File: config.mk
export PLATFORM = sky130hd
export DESIGN_NAME = cmd_dispatcher
export DESIGN_NICKNAME = d
export VERILOG_FILES = /design/src/rtl/dispatch_pkg.sv /design/src/rtl/dispatch_opcode_lut.sv /design/src/rtl/cmd_dispatcher.sv
export SDC_FILE = /design/constraint.sdc
export NUM_CORES = 1
export LEC_CHECK = 0
export BUFFER_PORTS_ARGS = -buffer_cell sky130_fd_sc_hd__buf_2
export CAP_MARGIN = 20
export CORE_ASPECT_RATIO = 1.1
export CORE_MARGIN = 2
export CORE_UTILIZATION = 25
export DETAILED_ROUTE_END_ITERATION = 8
export GPL_TIMING_DRIVEN = 0
export PLACE_DENSITY_LB_ADDON = 0.1
export SLEW_MARGIN = 20
export SYNTH_ARGS = -nofsm -noshare
export SYNTH_HDL_FRONTEND = slang
export SYNTH_SLANG_ARGS = --single-unit
export TNS_END_PERCENT = 50
File: constraint.sdc
create_clock -name clk -period 6.2 [get_ports clk]
set_clock_uncertainty 0.1 [all_clocks]
set_input_delay 0.62 -clock clk [delete_from_list [all_inputs] [get_ports clk]]
set_output_delay 0.62 -clock clk [all_outputs]
set_load 0.05 [all_outputs]
File: src/rtl/dispatch_pkg.sv
// rtl/dispatch_pkg.sv - shared types, status codes and sizing helper for the command dispatcher
package dispatch_pkg;

  typedef enum logic [1:0] {
    S_IDLE,
    S_GRANT,
    S_NAK,
    S_DRAIN
  } state_t;

  localparam logic [7:0] ST_IDLE = 8'h00;
  localparam logic [7:0] ST_NAK  = 8'hE0;
  localparam logic [7:0] ST_TMO  = 8'hE1;

  // A single client still needs a 1-bit index so port widths never collapse to zero.
  function automatic int idx_width(input int n);
    return (n <= 1) ? 1 : $clog2(n);
  endfunction

endpackage

File: src/rtl/dispatch_opcode_lut.sv
// rtl/dispatch_opcode_lut.sv - combinational opcode lookup, lowest matching client index wins
module dispatch_opcode_lut
  import dispatch_pkg::*;
#(
  parameter int unsigned              N_CLIENTS = 5,
  parameter logic [N_CLIENTS*8-1:0]   OPCODES   = {8'h23, 8'h22, 8'h21, 8'h72, 8'h71},
  parameter int                       IDX_W     = idx_width(N_CLIENTS)
) (
  input  logic [7:0]       rx_data,
  output logic             hit,
  output logic [IDX_W-1:0] index
);

  // Scanning from the top down lets the lowest duplicate overwrite the others.
  always_comb begin
    hit   = 1'b0;
    index = '0;
    for (int i = N_CLIENTS - 1; i >= 0; i--) begin
      if (OPCODES[8*i +: 8] == rx_data) begin
        hit   = 1'b1;
        index = IDX_W'(i);
      end
    end
  end

endmodule

File: src/rtl/cmd_dispatcher.sv
// rtl/cmd_dispatcher.sv - UART opcode dispatcher granting one client at a time to TX and sample RAM
module cmd_dispatcher
  import dispatch_pkg::*;
#(
  parameter int unsigned             N_CLIENTS   = 5,
  parameter logic [N_CLIENTS*8-1:0]  OPCODES     = {8'h23, 8'h22, 8'h21, 8'h72, 8'h71},
  parameter int unsigned             ADDR_W      = 8,
  parameter int unsigned             DATA_W      = 8,
  parameter logic [31:0]             TIMEOUT_CYC = 32'd50_000_000,
  parameter logic [7:0]              NAK_BYTE    = 8'hEE
) (
  input  logic                          clk,
  input  logic                          reset,
  input  logic                          rx_ready,
  input  logic [7:0]                    rx_data,
  input  logic                          tx_active,
  output logic [7:0]                    tx_data,
  output logic                          tx_start,
  output logic [N_CLIENTS-1:0]          activate,
  input  logic [N_CLIENTS-1:0]          done,
  input  logic [N_CLIENTS*8-1:0]        cl_tx_data,
  input  logic [N_CLIENTS-1:0]          cl_tx_start,
  input  logic [N_CLIENTS-1:0]          cl_mem_we,
  input  logic [N_CLIENTS-1:0]          cl_mem_oe,
  input  logic [N_CLIENTS*ADDR_W-1:0]   cl_mem_waddr,
  input  logic [N_CLIENTS*DATA_W-1:0]   cl_mem_wdata,
  input  logic [N_CLIENTS*ADDR_W-1:0]   cl_mem_raddr,
  output logic                          mem_we,
  output logic                          mem_oe,
  output logic [ADDR_W-1:0]             mem_waddr,
  output logic [DATA_W-1:0]             mem_wdata,
  output logic [ADDR_W-1:0]             mem_raddr,
  output logic [7:0]                    status,
  output logic                          err
);

  localparam int IDX_W = idx_width(N_CLIENTS);

  state_t             state, state_n;
  logic [IDX_W-1:0]   idx, idx_n;
  logic [7:0]         status_n;
  logic               err_n;
  logic [31:0]        wdog, wdog_n;
  logic               lut_hit;
  logic [IDX_W-1:0]   lut_idx;
  logic               sel_done;

  dispatch_opcode_lut #(
    .N_CLIENTS (N_CLIENTS),
    .OPCODES   (OPCODES),
    .IDX_W     (IDX_W)
  ) u_lut (
    .rx_data (rx_data),
    .hit     (lut_hit),
    .index   (lut_idx)
  );

  always_ff @(posedge clk) begin
    if (reset) begin
      state  <= S_IDLE;
      idx    <= '0;
      status <= ST_IDLE;
      err    <= 1'b0;
      wdog   <= '0;
    end else begin
      state  <= state_n;
      idx    <= idx_n;
      status <= status_n;
      err    <= err_n;
      wdog   <= wdog_n;
    end
  end

  // Grant decode straight from registered state keeps activate one-hot by construction.
  always_comb begin
    activate = '0;
    for (int i = 0; i < N_CLIENTS; i++) begin
      activate[i] = (state == S_GRANT) && (idx == IDX_W'(i));
    end
  end

  always_comb begin
    state_n   = state;
    idx_n     = idx;
    status_n  = status;
    err_n     = err;
    wdog_n    = wdog;
    sel_done  = 1'b0;
    tx_data   = '0;
    tx_start  = 1'b0;
    mem_we    = 1'b0;
    mem_oe    = 1'b0;
    mem_waddr = '0;
    mem_wdata = '0;
    mem_raddr = '0;

    case (state)
      S_IDLE: begin
        if (rx_ready) begin
          if (lut_hit) begin
            state_n  = S_GRANT;
            idx_n    = lut_idx;
            status_n = rx_data;
            err_n    = 1'b0;
            wdog_n   = '0;
          end else begin
            state_n  = S_NAK;
            status_n = ST_NAK;
            err_n    = 1'b1;
          end
        end
      end

      S_GRANT: begin
        for (int i = 0; i < N_CLIENTS; i++) begin
          if (idx == IDX_W'(i)) begin
            tx_data   = cl_tx_data[8*i +: 8];
            tx_start  = cl_tx_start[i];
            mem_we    = cl_mem_we[i];
            mem_oe    = cl_mem_oe[i];
            mem_waddr = cl_mem_waddr[ADDR_W*i +: ADDR_W];
            mem_wdata = cl_mem_wdata[DATA_W*i +: DATA_W];
            mem_raddr = cl_mem_raddr[ADDR_W*i +: ADDR_W];
            sel_done  = done[i];
          end
        end
        wdog_n = wdog + 32'd1;
        // Completion takes priority over a watchdog expiry landing on the same cycle.
        if (sel_done) begin
          state_n  = S_DRAIN;
          status_n = ST_IDLE;
        end else if ((TIMEOUT_CYC != 32'd0) && (wdog == TIMEOUT_CYC - 32'd1)) begin
          state_n  = S_NAK;
          status_n = ST_TMO;
          err_n    = 1'b1;
        end
      end

      S_NAK: begin
        tx_data = NAK_BYTE;
        if (!tx_active) begin
          tx_start = 1'b1;
          state_n  = S_DRAIN;
        end
      end

      S_DRAIN: begin
        if (!rx_ready && !tx_active) begin
          state_n = S_IDLE;
        end
      end

      default: state_n = S_IDLE;
    endcase
  end

  assert property (@(posedge clk) disable iff (reset) $onehot0(activate));

endmodule

==> impl_metrics.csv, run 1 <==
group,metric,value,unit
yosys,synth_top_area_cell,"dfxtp_1",
critical_path,cp_max_fo,10,
critical_path,max_stage_delay,0.77,ns
power,leakagePower,2.52,nW
clock_network,postCtsSetupBuffers,0,
critical_path,crit_slowest_cell,"nor3_1",
global_route,grt_pass1_wl,27.5,mm
finish,layout-drive-gt1-share,0.416,
yosys,yosysWarnings,0,
job,drv_cap,0,
timing,worst_pin_slew,0.926,ns
hold_path,min_to,"err",
placement,hpwl,14.8,mm
timing,finalCritPeriodShare,0.626,
clock_network,ctsHtreeMaxLevel,2,
timing,setup_viol,0,
yosys,yosysMostFrequentCell,"nor2_1",
critical_path,worstPathRequired,5.48,ns
detailed_routing,routed_via_density,5.30,
hold_path,min_from,"err",
yosys,postSynthAreaPerCell,8.67,um^2
yosys,ys_types,53,
finish,fillers,1769,
clock_network,cts_tree,"built",
critical_path,critPathLaunchType,"flop",
floorplan,io_pins,241,
global_route,grt-ovfl-total,0,
floorplan,floorplan.die.height,138,um
power,power_density,223,mW/mm^2
critical_path,worstReg2RegStart,"state[0]",
global_route,grt_max_degree,14,
critical_path,crit_path_end_kind,"output pin",
clock_network,root_buffer,"clkbuf_16",
yosys,synth-async-reset-ratio,0,
timing,hold_viol,0,
detailed_routing,antenna_left,0,
global_route,grt_usage,0.202,
yosys,syn-num-nets,669,
yosys,yosys-top-cells-count,"nor2_1 (48), dfxtp_1 (46), nand2_1 (46)",
yosys,synth-main-ff-cell,"dfxtp_1",
timing,rsz0062_at_grt,"false",
global_route,antenna_found_initial,2,
placement,dp_slack,2.59,ns
timing,min_period,3.88,ns
finish,final_cells,924,
power,combPwrFrac,0.534,
power,peakVddDrop,0.120,mV
clock_network,ctsHoldBuffers,0,
timing,fmax,258,MHz
detailed_routing,finalWirelength,18.3,mm
floorplan,initial_core_util,0.253,
detailed_routing,met3_length,1.13,mm
finish,num-nets-final,915,
clock_network,clk_latency,0.29,ns
yosys,synth_seq_cells,46,
critical_path,r2r_cells,10,
critical_path,path_class,"reg -> out",
floorplan,rows,49,
hold_path,hold_depth,2,
timing,layout_setup_ws,2.32,ns
clock_network,postCtsResizedCells,0,
timing,setup_tns,0,ns
yosys,netlist_area,0.00409,mm^2
floorplan,core,0.0162,mm^2
timing,slew_headroom,0.383,
detailed_routing,first_iter_violations,297,
detailed_routing,wire_per_inst,19.8,um
power,p_sw_frac,0.489,
clock_network,cts_buffers,5,
floorplan,design.die.area,0.0174,mm^2
yosys,seq_area_frac_synth,0.225,
yosys,syn_inst,472,
detailed_routing,wirelength_met1,7.58,mm
yosys,yosysTopAreaCellShare,0.225,
critical_path,arrival,3.16,ns
detailed_routing,wl_met2,9.04,mm
power,pwr-share-seq,0.259,
power,intPower,648,uW
clock_network,path_clk_slew,0.06,ns
detailed_routing,drc,0,
detailed_routing,topRoutingLayerUsed,"met4",
clock_network,numClockSinks,46,
yosys,synth_edf_count,0,
run_status,status,"completed",
placement,gp_congestion,0.990,
placement,placedCellCount,915,
timing,drv_slew,0,
critical_path,cp_cell_sequence,"buf_2 -> buf_2 -> nor3_1 -> clkbuf_1 -> a22oi_1 -> nor2_1 -> buf_2",
detailed_routing,drt_first_pass_iters,5,
power,p_switching,619,uW
clock_network,clock_path_buffers,2,
critical_path,r2r_slack,3.15,ns
critical_path,crit_top_cell,"buf_2",
power,p_clk_frac,0.207,
finish,area_delta_synth_final,38.9,%
global_route,grt_pass1_vias,4820,
placement,io_buffers,239,
hold_path,hold_class,"reg -> reg",
floorplan,fp.dieW,126,um
critical_path,r2r-end,"wdog[9]",
timing,holdWs,0.351,ns
yosys,yosys-top-cells-area,"dfxtp_1 (23%), mux4_2 (19%), mux2i_1 (8.6%)",
detailed_routing,via_count,4896,
-- state kept, by name (all words and copies together) (netlist names) --
| signal | count |
|---|---|
| err | 1 |
| idx | 3 |
| state | 2 |
| status | 8 |
| wdog | 32 |
-- power groups by stage --
stage	Sequential [mW]	Clock [mW]	Combinational (mW)
final	0.328	0.262	0.677
after global routing	0.330	0.280	0.719
after CTS	0.328	0.270	0.678
after detailed placement	0.334	0	0.677
after global placement	0.333	0	0.674
after floorplan	0.377	0	0.410
-- routing by layer --
layer,vias up,track usage
met5,-,0
met4,0,0.0729
met3,34,0.0248
met2,238,0.346
met1,2335,0.260
li1,2289,-
-- worst max-delay path by stage --
stage               startpoint      endpoint  slack, ns
floorplan               idx[0]  mem_raddr[2]       3.13
global placement        idx[0]    tx_data[0]       2.62
detailed placement      idx[0]  mem_raddr[1]       2.59
CTS                     idx[0]  mem_raddr[1]       2.26
global route            idx[0]    tx_data[0]       2.05
finish                  idx[0]    tx_data[0]       2.32
-- layout by cell type, fill, tap and decap left out, types with 8 or more instances in the layout --
| cell type | count |
|---|---|
| mux2i_1 | 35 |
| buf_2 | 242 |
| and3_1 | 8 |
| a22oi_1 | 35 |
| o21a_1 | 10 |
| buf_1 | 9 |
| nand2b_1 | 27 |
| nor4_1 | 10 |
| dfxtp_1 | 46 |
| nand3_1 | 22 |
| or4_1 | 8 |
| inv_1 | 8 |
| mux4_2 | 35 |
| nand2_1 | 46 |
| nand4_1 | 18 |
| nor2_1 | 48 |
| clkbuf_1 | 30 |
| nor3_1 | 12 |
-- area by class of cell --
class                   count  area, um^2  share of cell area
multi-input cells         375        2980               0.524
repair buffers            239        1200               0.210
flip-flops and latches     46         921               0.162
well taps                 204         255              0.0449
plain buffers              42         161              0.0284
clock buffers               5         125              0.0220
inverters                   9        33.8             0.00594
clock inverters             2        10.0             0.00176
diodes                      2        5.00            0.000881
-- through the flow --
stage	power [mW]	utilization	instance area, um^2
2_1_floorplan	0.787	-	4090
3_3_place_gp	1.01	0.342	5540
3_5_place_dp	1.01	0.342	5540
4_1_cts	1.28	0.351	5680
5_1_grt	1.33	0.351	5680
6_report	1.27	0.351	5680
-- logic make-up after synthesis --
| family | count (synthesis) | share of synthesized area |
|---|---|---|
| AOI/OAI and AO/OA | 75 | 0.139 |
| xor gates and xnor gates | 2 | 0.00428 |
| adders and majority gates | 5 | 0.0153 |
| buffers and inverters | 51 | 0.0477 |
| DFF | 46 | 0.225 |
| muxes | 71 | 0.281 |
| and+or+nand+nor | 222 | 0.288 |
-- worst max-delay path, delay by kind of cell (launching register included) --
kind | cells | cell delay [ns]
buffers and inverters | 4 | 1.36
and+or+nand+nor | 2 | 1.00
DFF | 1 | 0.34
AOI/OAI and AO/OA | 1 | 0.18
Power figures use the tool's default switching activity.
==> run 2: changes to the inputs <==
- ABC_AREA: default -> 1
- clock period: 6.2 -> 3.5 ns (I/O delays scaled with it)
==> run 2 against run 1 <==
Against the previous run: register-to-register slack worse by 2.0 ns; highest routed layer unchanged; power is 95% higher; hold slack worse by 0.015 ns; clock power rose by 89%; sequential power up 88%; critical path depth is the same; critical endpoint is now tx_data[1]; largest cell class unchanged; sequential cell count unchanged; synthesized cell count grew 61%; sequential share of layout area decreased by 0.59 points.
==> impl_metrics.csv, run 2 <==
group,metric,value,unit
floorplan,fp.dieW,129,um
detailed_routing,drc,0,
clock_network,ctsHoldBuffers,0,
critical_path,r2r-end,"wdog[22]",
yosys,synth_seq_cells,46,
yosys,synth_edf_count,0,
clock_network,cts_tree,"built",
finish,largest_register,"wdog",
timing,hold_viol,0,
floorplan,rows,50,
global_route,grt_pass1_vias,5711,
finish,num-nets-final,1204,
clock_network,path_clk_slew,0.07,ns
clock_network,cts_buffers,5,
placement,hpwl,17.1,mm
critical_path,cp_cell_sequence,"inv_1 -> ha_1 -> clkbuf_1 -> clkbuf_1 -> o211ai_1 -> a21oi_1 -> buf_2",
clock_network,ctsHtreeMaxLevel,2,
yosys,synth-async-reset-ratio,0,
global_route,grt_max_degree,14,
hold_path,hold_depth,2,
finish,final_common_cell,"buf_2",
critical_path,arrival,2.83,ns
finish,ff_latch_area,921,um^2
clock_network,postCtsSetupBuffers,0,
timing,setup_tns,0,ns
run_status,status,"completed",
finish,reg_top3,"wdog (32), status (8), idx (3)",
timing,slew_headroom,0.542,
detailed_routing,drt_first_pass_iters,5,
timing,drv_slew,0,
power,power_density,419,mW/mm^2
detailed_routing,finalWirelength,20.8,mm
global_route,grt_usage,0.217,
hold_path,min_from,"status[2]",
timing,rsz0062_at_grt,"false",
critical_path,cp_max_fo,10,
critical_path,cp.buffers_inverters,4,
global_route,grt-ovfl-total,0,
hold_path,hold_class,"reg -> reg",
clock_network,clk_latency,0.29,ns
yosys,postSynthAreaPerCell,5.64,um^2
detailed_routing,wire_per_inst,17.1,um
critical_path,worstPathRequired,3.05,ns
finish,area_delta_synth_final,37.5,%
critical_path,path_class,"reg -> out",
job,drv_cap,0,
critical_path,worstReg2RegStart,"state[1]",
clock_network,root_buffer,"clkbuf_16",
floorplan,initial_core_util,0.254,
timing,min_period,3.28,ns
detailed_routing,antenna_left,0,
yosys,yosys-top-cells-area,"dfxtp_1 (21%), nand2_1 (19%), nor2_1 (13%)",
critical_path,crit_path_end_kind,"output pin",
detailed_routing,via_count,6024,
finish,final_cells,1218,
finish,multi_input_area,0.00300,mm^2
yosys,syn_inst,761,
placement,io_buffers,239,
global_route,antenna_found_initial,2,
yosys,synth_top_area_cell,"dfxtp_1",
timing,worst_pin_slew,0.688,ns
critical_path,critPathLaunchType,"flop",
yosys,yosysWarnings,0,
yosys,yosysTopAreaCellShare,0.215,
finish,layout-drive-gt1-share,0.267,
detailed_routing,first_iter_violations,246,
finish,mostFrequentLayoutCells,"buf_2 (249), nand2_1 (214), nor2_1 (149)",
hold_path,min_to,"status[2]",
critical_path,r2r_cells,8,
critical_path,crit_slowest_cell,"clkbuf_1",
finish,fillers,2003,
clock_network,clock_path_buffers,2,
yosys,ys_types,30,
placement,placedCellCount,1208,
yosys,yosys-top-cells-count,"nand2_1 (214), nor2_1 (149), nand3_1 (54)",
power,leakagePower,2.54,nW
placement,gp_congestion,0.928,
yosys,synth-main-ff-cell,"dfxtp_1",
yosys,seq_area_frac_synth,0.215,
yosys,netlist_area,0.00429,mm^2
floorplan,floorplan.die.height,141,um
critical_path,max_stage_delay,0.55,ns
clock_network,postCtsResizedCells,0,
critical_path,crit_top_cell,"clkbuf_1",
power,peakVddDrop,0.221,mV
clock_network,numClockSinks,46,
floorplan,core,0.0169,mm^2
critical_path,r2r_slack,1.19,ns
timing,setup_viol,0,
yosys,yosysMostFrequentCell,"nand2_1",
critical_path,crit_family,"buffers and inverters",
finish,largest_reg_flops,32,
timing,finalCritPeriodShare,0.936,
floorplan,io_pins,241,
floorplan,design.die.area,0.0182,mm^2
global_route,grt_pass1_wl,30.9,mm
yosys,syn-num-nets,958,
detailed_routing,routed_via_density,4.95,
timing,fmax,305,MHz
run 2: changes by cell type after synthesis, sizes merged, moves of 43 or more:
cell   change
nand2    +171
nor2     +102
inv       +43
o21ai     +50
run 2: worst max path at each step:
stage | start | slack [ns] | depth (start not counted) | to
finish | state[1] | 0.22 | 7 | tx_data[1]
global placement | state[1] | 0.63 | 7 | tx_data[6]
floorplan | idx[2] | 0.76 | 7 | tx_data[0]
global route | state[1] | 0.08 | 7 | tx_data[6]
CTS | state[1] | 0.27 | 7 | tx_data[6]
detailed placement | state[1] | 0.61 | 7 | tx_data[6]
run 2: worst reg2reg max path, cell delays in order (launching register included):
cell      delay, ns
dfxtp_1        0.34
inv_1          0.10
ha_1           0.21
clkbuf_1       0.55
clkbuf_1       0.54
nand3_1        0.15
nor2_1         0.12
nor2_1         0.05
nor2_1         0.08
run 2: power by group:
group          total [mW]  internal, mW  switching (mW)
clock network       0.494         0.284           0.210
logic                1.36         0.345            1.02
registers           0.616         0.576          0.0396
total                2.47          1.21            1.27
run 2: kinds of logic (layout without fill, tap and decap cells):
family          count (synthesis)  in the layout  synth area share
other cells                     0              2                 0
buf+inv                        96            343            0.0869
simple gates                  453            453             0.435
xor+xnor                       10             10            0.0204
flops                          46             46             0.215
compound gates                151            151             0.229
fa+ha+maj                       5              5            0.0146
run 2: routing by layer:
metal  global-route usage  wire length, um
met5                    0                0
met4               0.0681              588
met3               0.0309             1340
met2                0.384            10200
met1                0.269             8710
run 2: layout make-up:
cell class	count	share of cell area
diodes	2	0.000849
plain buffers	43	0.0295
clock buffers	7	0.0242
clock inverters	1	0.000849
inverters	53	0.0337
multi-input cells	619	0.508
flip-flops and latches	46	0.156
well taps	208	0.0441
repair buffers	239	0.203
run 2: metrics by stage:
step	setup slack [ns]	power (mW)	hold WS [ns]	area (um^2)	util
2_1_floorplan	0.755	1.54	0.376	4290	-
3_3_place_gp	0.627	2.00	0.332	5750	0.340
3_5_place_dp	0.606	2.00	0.330	5750	0.340
4_1_cts	0.265	2.51	0.341	5890	0.349
5_1_grt	0.0813	2.64	0.379	5900	0.349
6_report	0.223	2.47	0.336	5900	0.349
